`config.mk`:
```
export PLATFORM = sky130hd
export DESIGN_NAME = mult_pipe_hs
export DESIGN_NICKNAME = d
export VERILOG_FILES = /design/src/rtl/mult_pkg.sv /design/src/rtl/mult_slot.sv /design/src/rtl/mult_pipe_hs.sv
export SDC_FILE = /design/constraint.sdc
export NUM_CORES = 2
export LEC_CHECK = 0
export ABC_CLOCK_PERIOD_IN_PS = 2200
export BUFFER_PORTS_ARGS = -buffer_cell sky130_fd_sc_hd__buf_2
export CAP_MARGIN = 20
export CORE_MARGIN = 2
export CORE_UTILIZATION = 54
export DETAILED_ROUTE_END_ITERATION = 8
export HOLD_SLACK_MARGIN = 0.15
export PLACE_DENSITY = 0.82
export SLEW_MARGIN = 10
export SYNTH_ARGS = -nofsm -noshare
export SYNTH_HDL_FRONTEND = slang
export SYNTH_SLANG_ARGS = --single-unit
```
`constraint.sdc`:
```
create_clock -name clk -period 2.2 [get_ports clk]
set_input_delay 0.33 -clock clk [delete_from_list [all_inputs] [get_ports clk]]
set_output_delay 0.33 -clock clk [all_outputs]
set_load 0.005 [all_outputs]
```
`src/rtl/mult_pkg.sv`:
```
// Shared types and the extend / multiply / half-select / overflow helper for mult_pipe_hs.
// Structs are sized for the widest supported configuration; instances use the low bits.
package mult_pkg;

  localparam int unsigned MaxDataLen = 64;
  localparam int unsigned MaxTagLen  = 16;

  typedef struct packed {
    logic [MaxDataLen-1:0] a;
    logic [MaxDataLen-1:0] b;
    logic                  signed_mode;
    logic                  high_sel;
    logic [MaxTagLen-1:0]  tag;
  } mult_op_t;

  typedef struct packed {
    logic [MaxDataLen-1:0] result;
    logic                  ovf;
    logic [MaxTagLen-1:0]  tag;
  } mult_res_t;

  // dlen is the live operand width; bits of op.a/op.b at or above dlen are ignored.
  function automatic mult_res_t mult_sel(input mult_op_t op, input int dlen);
    logic [MaxDataLen-1:0]          mask;
    logic [MaxDataLen-1:0]          top;
    logic                           a_sign;
    logic                           b_sign;
    logic signed [2*MaxDataLen+1:0] a_w;
    logic signed [2*MaxDataLen+1:0] b_w;
    logic signed [2*MaxDataLen+1:0] prod;
    logic [MaxDataLen-1:0]          lo;
    logic [MaxDataLen-1:0]          hi;
    logic [MaxDataLen-1:0]          exp_hi;
    mult_res_t                      res;
    for (int i = 0; i < int'(MaxDataLen); i++) begin
      mask[i] = (i < dlen);
      top[i]  = (i == dlen - 1);
    end
    a_sign = op.signed_mode & (|(op.a & top));
    b_sign = op.signed_mode & (|(op.b & top));
    a_w = {(2*MaxDataLen+2){a_sign}};
    b_w = {(2*MaxDataLen+2){b_sign}};
    for (int i = 0; i < int'(MaxDataLen); i++) begin
      if (i < dlen) begin
        a_w[i] = op.a[i];
        b_w[i] = op.b[i];
      end
    end
    prod   = a_w * b_w;
    lo     = prod[MaxDataLen-1:0] & mask;
    hi     = MaxDataLen'(prod >> dlen) & mask;
    exp_hi = (op.signed_mode && (|(lo & top))) ? mask : '0;
    res.result = op.high_sel ? hi : lo;
    res.ovf    = !op.high_sel && (hi != exp_hi);
    res.tag    = op.tag;
    return res;
  endfunction

endpackage

```
`src/rtl/mult_slot.sv`:
```
// One pipeline slot: valid bit plus payload, loads from upstream whenever it is empty or
// its current contents are being taken downstream.
module mult_slot
  import mult_pkg::*;
#(
  parameter int unsigned Width = 8
) (
  input  logic             clk,
  input  logic             reset,
  input  logic             up_valid,
  output logic             up_ready,
  input  logic [Width-1:0] up_data,
  output logic             down_valid,
  input  logic             down_ready,
  output logic [Width-1:0] down_data
);

  logic             valid_q;
  logic [Width-1:0] data_q;

  assign up_ready   = !valid_q || down_ready;
  assign down_valid = valid_q;
  assign down_data  = data_q;

  // Taking a bubble from upstream empties the slot, so bubbles collapse.
  always_ff @(posedge clk or negedge reset) begin
    if (!reset) begin
      valid_q <= 1'b0;
      data_q  <= '0;
    end else if (up_ready) begin
      valid_q <= up_valid;
      if (up_valid) begin
        data_q <= up_data;
      end
    end
  end

endmodule

```
`src/rtl/mult_pipe_hs.sv`:
```
// Pipelined signed/unsigned multiplier with valid/ready on both sides; the product is formed
// ahead of slot S1 and later slots only delay it.
module mult_pipe_hs
  import mult_pkg::*;
#(
  parameter int unsigned DATA_LEN       = 32,
  parameter int unsigned PIPELINE_STAGE = 3,
  parameter int unsigned TAG_LEN        = 4
) (
  input  logic                                  clk,
  input  logic                                  reset,
  input  logic                                  in_valid,
  output logic                                  in_ready,
  input  logic [DATA_LEN-1:0]                   in_a,
  input  logic [DATA_LEN-1:0]                   in_b,
  input  logic                                  in_signed,
  input  logic                                  in_high,
  input  logic [TAG_LEN-1:0]                    in_tag,
  output logic                                  out_valid,
  input  logic                                  out_ready,
  output logic [DATA_LEN-1:0]                   out_result,
  output logic                                  out_ovf,
  output logic [TAG_LEN-1:0]                    out_tag,
  output logic [$clog2(PIPELINE_STAGE+1)-1:0]   inflight
);

  localparam int unsigned PayW = DATA_LEN + 1 + TAG_LEN;
  localparam int unsigned CntW = $clog2(PIPELINE_STAGE + 1);

  mult_op_t        op;
  mult_res_t       res;
  logic [PayW-1:0] in_pay;
  logic            unused_res_bits;

  always_comb begin
    op                     = '0;
    op.a[DATA_LEN-1:0]     = in_a;
    op.b[DATA_LEN-1:0]     = in_b;
    op.signed_mode         = in_signed;
    op.high_sel            = in_high;
    op.tag[TAG_LEN-1:0]    = in_tag;
    res                    = mult_sel(op, int'(DATA_LEN));
  end

  assign in_pay          = {res.result[DATA_LEN-1:0], res.ovf, res.tag[TAG_LEN-1:0]};
  assign unused_res_bits = ^{res.result, res.tag};

  // Index 0 is the input port, index PIPELINE_STAGE is the output port.
  logic [PIPELINE_STAGE:0] chain_valid;
  logic [PIPELINE_STAGE:0] chain_ready;
  logic [PayW-1:0]         chain_data [PIPELINE_STAGE+1];

  assign chain_valid[0]              = in_valid;
  assign chain_data[0]               = in_pay;
  assign chain_ready[PIPELINE_STAGE] = out_ready;
  assign in_ready                    = chain_ready[0];
  assign out_valid                   = chain_valid[PIPELINE_STAGE];
  assign {out_result, out_ovf, out_tag} = chain_data[PIPELINE_STAGE];

  for (genvar k = 0; k < PIPELINE_STAGE; k++) begin : g_slot
    mult_slot #(
      .Width (PayW)
    ) u_slot (
      .clk        (clk),
      .reset      (reset),
      .up_valid   (chain_valid[k]),
      .up_ready   (chain_ready[k]),
      .up_data    (chain_data[k]),
      .down_valid (chain_valid[k+1]),
      .down_ready (chain_ready[k+1]),
      .down_data  (chain_data[k+1])
    );
  end

  logic            in_fire;
  logic            out_fire;
  logic [CntW-1:0] inflight_q;
  logic [CntW-1:0] inflight_d;

  assign in_fire  = in_valid && in_ready;
  assign out_fire = out_valid && out_ready;
  assign inflight = inflight_q;

  always_comb begin
    inflight_d = inflight_q;
    if (in_fire && !out_fire) begin
      inflight_d = inflight_q + CntW'(1);
    end else if (!in_fire && out_fire) begin
      inflight_d = inflight_q - CntW'(1);
    end
  end

  always_ff @(posedge clk or negedge reset) begin
    if (!reset) begin
      inflight_q <= '0;
    end else begin
      inflight_q <= inflight_d;
    end
  end

endmodule

```
Word level (Yosys, flattened, before mapping) --
Cells that the tools add are included.
Word-level totals: register bits after elaboration 116, bits of input ports 74, output and inout bits 41, logic and storage cells 36
Cells by class: add/subtract/negate cells 2, multipliers 1, equality and inequality tests 1, multiplexer cells 4, bitwise gates (word level) 2, reduce and logical (&&, ||, !) cells 19
Operators by type and width (number):
- $mul 33x33->64 | 1
- $mux 32 | 2
- $ne 32x32->1 | 1
- $logic_and 1x1->1 | 6
- $logic_not 1->1 | 6
- $reduce_and 2->1 | 3
- $mux 2 | 2
- $logic_or 1x1->1 | 3
- $add 2x1->2 const B | 1
- $and 1x1->1 | 2
- $reduce_bool 2->1 | 1
- $sub 2x1->2 const B | 1

Longest topological paths before layout --
depth after elaboration 9, gate-level depth with buffers 32, gate-level depth less buffers 30

Hierarchy --
From an unflattened synthesis, not the netlist that was laid out.
Second synthesis, totals: cell total of the unflattened synthesis 4581, area, all modules 43625.6 µm²
By module, submodules not included:
- mult_pipe_hs | instances 1, cells each 4338, area each 38907.3 µm², sequential area each 50.0 µm²
- mult_slot | instances 3, cells each 81, area each 1572.8 µm², sequential area each 950.9 µm²

Least setup slack after synthesis --
No wires, ideal clock.
kind input to register, start input in_signed, end register g_slot[0].u_slot.data_q[4], library setup time 0.129 ns, data arrival time 8.508 ns, required time 2.071 ns, setup slack -6.437 ns, stages on the path 32, path buffers 2, cells stage by stage and2_1 clkbuf_1 nand2_1 inv_1 fa_1 inv_1 fa_1 inv_1 fa_1 fa_1 inv_1 fa_1 inv_1 fa_1 inv_1 fa_1 fa_1 inv_1 ha_1 clkbuf_1 nand2_1 nor2_1 nand2_1 nor4b_1 a21oi_1 o211ai_1 a31oi_1 xnor2_1 or4_1 or3_1 a22oi_2 a31oi_1
Between the ends: cells in the longest elaborated chain, start to end 4, elaborated cells on any way between the ends 7, those cells by class mul: 1; eq/ne: 1; mux: 1; bitwise: 2; reduce/logical: 2
RTL lines:
- from (decl) | line mult_pipe_hs.sv:16 | input logic in_signed,
- $and 1x1->1 (tied with other cells) | line mult_pkg.sv:39 | a_sign = op.signed_mode & (|(op.a & top));
- $mul 33x33->64 / $mux 32 (equally long branches) | line mult_pkg.sv:49, mult_pkg.sv:52
- $ne 32x32->1 (*) | line mult_pkg.sv:54 | res.ovf = !op.high_sel && (hi != exp_hi);
- $logic_and 1x1->1 (*) | line mult_pkg.sv:54
- to (signal assigned) | line mult_slot.sv:33 | data_q <= up_data;
- to (decl) | line mult_slot.sv:19 | logic [Width-1:0] data_q;
Every way passes the cells marked *; elsewhere a longest branch is shown, timed or not. A chain may end at the register's enable or synchronous reset.

Worst setup path after layout --
start input in_b[0], end register g_slot[0].u_slot.data_q[4]
Between the ends: cells in the longest elaborated chain, start to end 5
RTL lines:
- from (decl) | line mult_pipe_hs.sv:15 | input logic [DATA_LEN-1:0] in_b,
- $mul 33x33->64 (*) | line mult_pkg.sv:49 | prod = a_w * b_w;
- $logic_and 1x1->1 | line mult_pkg.sv:52 | exp_hi = (op.signed_mode && (|(lo & top))) ? mask : '0;
- $mux 32 | line mult_pkg.sv:52
- $ne 32x32->1 (*) | line mult_pkg.sv:54
- $logic_and 1x1->1 (*) | line mult_pkg.sv:54
Marked as above.

==> flow_summary.ini <==
[worst_setup_path]
ff2ff_setup_slack_ns = -0.13
cpMostUsedCell = fa_1
cp_data_required_time_ns = 2.51
endpoint_kind = flop
start_kind = primary input
cpPeakStageDelay_ns = 0.57
critPathMaxFanout = 5
cp_slowest_cell = fa_1
crit_type = primary input to flop
critPathArrivalTime_ns = 8.23

[cts]
clk_pin_slew_worst_paths_ns = 0.05
clock_sinks = 116
clockBufferDepth = 2
cts_tree = yes
cts_buffers = 17
htree_levels = 4
cts-root-buf = clkbuf_16
clock_latency_ns = 0.42

[drt]
drt_iter0_markers = 2847
ant_nets = 0
first_pass_iters = 8
vias = 34700
wl_microns = 129000
route.detailed.drc = 0
drt-vias-per-instance = 5.64
wire_per_inst_microns = 20.9

[logic_synthesis]
syn_nets = 6035
synth_area_leaders = fa_1 (52%), inv_1 (9.6%), nand2_1 (6.9%), dfrtp_1 (6.8%), ha_1 (6.2%)
ys_seq_elements = 116
synth_cells = 4623
synth_area_per_cell_sq_um = 9.30
ys_types = 65
yosysTopAreaCellShare_pct = 52.4
yosys.area.top_type = fa_1
synth_seq_area_share_pct = 6.75
async_flop_share_pct = 100
syn_area_sq_um = 43000
yosys_warnings = 0
synth_edf_count = 0
ys.flop_type = dfrtp_1

[global_routing]
grt_pass1_wl_microns = 200000
grt_pass1_vias = 38500
grt_util_all_layers_pct = 31.0
antenna_found_initial = 5
grt_max_degree = 54
grt_overflow = 0

[timing]
final.period_utilization_pct = 360
finalHoldViolations = 0
max_slew.worst_pin.slew_ns = 0.756
slew_headroom_pct = 49.5
skew_ns = 0.00557
clock.fmax_mhz = 126
finalCriticalPeriod_ns = 7.92
whs_ns = 0.234
drv_slew = 0
finalSetupViolCount = 33
setup_slack_ns = -5.72
rsz0062_at_grt = true

[die]
ios = 115
die_y_microns = 286
row_count = 103
die_area_sq_um = 81900
die_w_microns = 286
initial_core_util_pct = 54.5
coreArea_sq_um = 78900

[place]
dp_hpwl_microns = 99800
placed_area_sq_um = 48900
pre_cts_ws_ns = -6.21
gp_congestion = 0.963
port_buffers = 114

[min_path]
min_path_type = primary input to flop

[run]
cap_violations = 0

[cells_and_area]
final_area_sq_um = 52300
drive_gt1_share_pct = 24.1
nets = 6509
area_growth_pct = 21.7

[run_status]
violations = negative setup slack
status = complete, but fails checks
-- registers in the layout, indices dropped and copies added, names as in the netlist --
| name | cells |
|---|---|
| g_slot.u_slot.down_valid | 3 |
| inflight | 2 |
| g_slot.u_slot.down_data | 111 |
-- kinds of logic after synthesis --
family / Yosys count / synth area share [%]
buffers and inverters: 1384 / 12.4
AND/OR/NAND/NOR: 1361 / 14.7
adder cells (fa/ha/maj): 1338 / 58.6
AO/OA/AOI/OAI: 267 / 3.93
flip-flops: 116 / 6.75
multiplexers: 80 / 2.08
XOR/XNOR: 77 / 1.57
-- area by class of cell --
cell class                 instances  area, sq um
multi-input combinational       3123        36800
fill                            5408        26600
timing repair buffer             736         6430
inverter                        1103         4160
sequential                       116         2900
tap                             1050         1310
clock buffer                      23          488
clock inverter                     9          173
antenna                            4         10.0
-- metrics by stage --
| stage | instances | utilization [%] | TNS (ns) |
|---|---|---|---|
| CTS | 6136 | 65.3 | -161.08 |
| detailed placement | 6041 | 62.0 | -184.02 |
| finish | 6164 | 66.3 | -166.46 |
| floorplan | 4623 | - | -157.55 |
| global placement | 6041 | 62.0 | -180.61 |
| global route | 6164 | 66.3 | -171.69 |
-- final timing paths --
kind,start,endpoint,cells past startpoint
min reg2reg,inflight[1]$_DFFE_PN0P_,inflight[1]$_DFFE_PN0P_,1
max,in_b[0],g_slot[0].u_slot.down_data[4]$_DFFE_PN0P_,31
max in group asynchronous,reset,g_slot[1].u_slot.down_data[31]$_DFFE_PN0P_,3
min,out_ready,g_slot[2].u_slot.down_valid$_DFFE_PN0P_,3
max reg2reg,g_slot[2].u_slot.down_valid$_DFFE_PN0P_,g_slot[0].u_slot.down_data[4]$_DFFE_PN0P_,10
min in group asynchronous,reset,g_slot[0].u_slot.down_data[5]$_DFFE_PN0P_,2
-- worst max-delay path: cells and delay by family --
| family | cells | cell delay (ns) |
|---|---|---|
| adders and majority gates | 9 | 4.44 |
| and+or+nand+nor | 5 | 0.96 |
| buffers and inverters | 9 | 0.85 |
| AOI/OAI and AO/OA | 8 | 1.64 |
-- cell usage after synthesis (3+ instances only) --
cell type  instances
nor4_1             4
o21ai_0           67
fa_1            1125
ha_1             213
o21bai_1           7
a31oi_1           12
a21o_1            26
nor2_1            80
nand2b_1           8
inv_1           1103
nand2_1          794
and2_1           358
a211oi_1           9
nor3_1            15
clkbuf_1         241
xnor2_1           55
mux2i_1            5
buf_4             36
o211ai_1          10
and3_1            25
mux2_2            75
xor2_1            22
or3_1              3
nand4_1           21
nor2b_1            7
o21a_1             8
a21oi_1           87
a21boi_0           3
o31ai_1            4
nand3_1           25
o21ai_1            4
a221oi_1           4
or2_2              9
dfrtp_1          116
-- per-layer routing --
layer / wire length [microns] / track usage (%) / vias up
li1: - / - / 14300
met1: 44300 / 37.6 / 17600
met2: 64700 / 53.8 / 2116
met3: 10600 / 4.31 / 728
met4: 9120 / 16.7 / 2
met5: 13 / 0 / -
-- repair_timing --
item,CTS,global route
setup endpoints to repair,33,33
hold buffers,6,0
hold endpoints to repair,29,0
pin swaps,166,115
gates resized for setup,329,151
buffers inserted,70,28
cloned,5,2
-- cells in the final DEF (no fill, tap or decap), types with 23 or more instances in the layout --
cell,Yosys,layout
fa_1,1125,1076
o21ai_1,4,34
inv_1,1103,1045
nand3_1,25,23
a21oi_2,2,30
nand2_1,794,761
inv_2,0,52
a21o_1,26,26
buf_2,1,77
and2_1,358,334
mux2_2,75,74
and2_4,0,24
dfrtp_1,116,116
buf_12,0,50
xnor2_1,55,35
nor2_1,80,65
a21oi_4,0,30
buf_6,0,83
ha_4,0,36
fa_2,0,49
buf_4,36,502
ha_1,213,176
a21oi_1,87,29
Power is left out: the tool's default activity adds up to more than one toggle a clock period on the data nets, which glitch-free logic cannot reach.
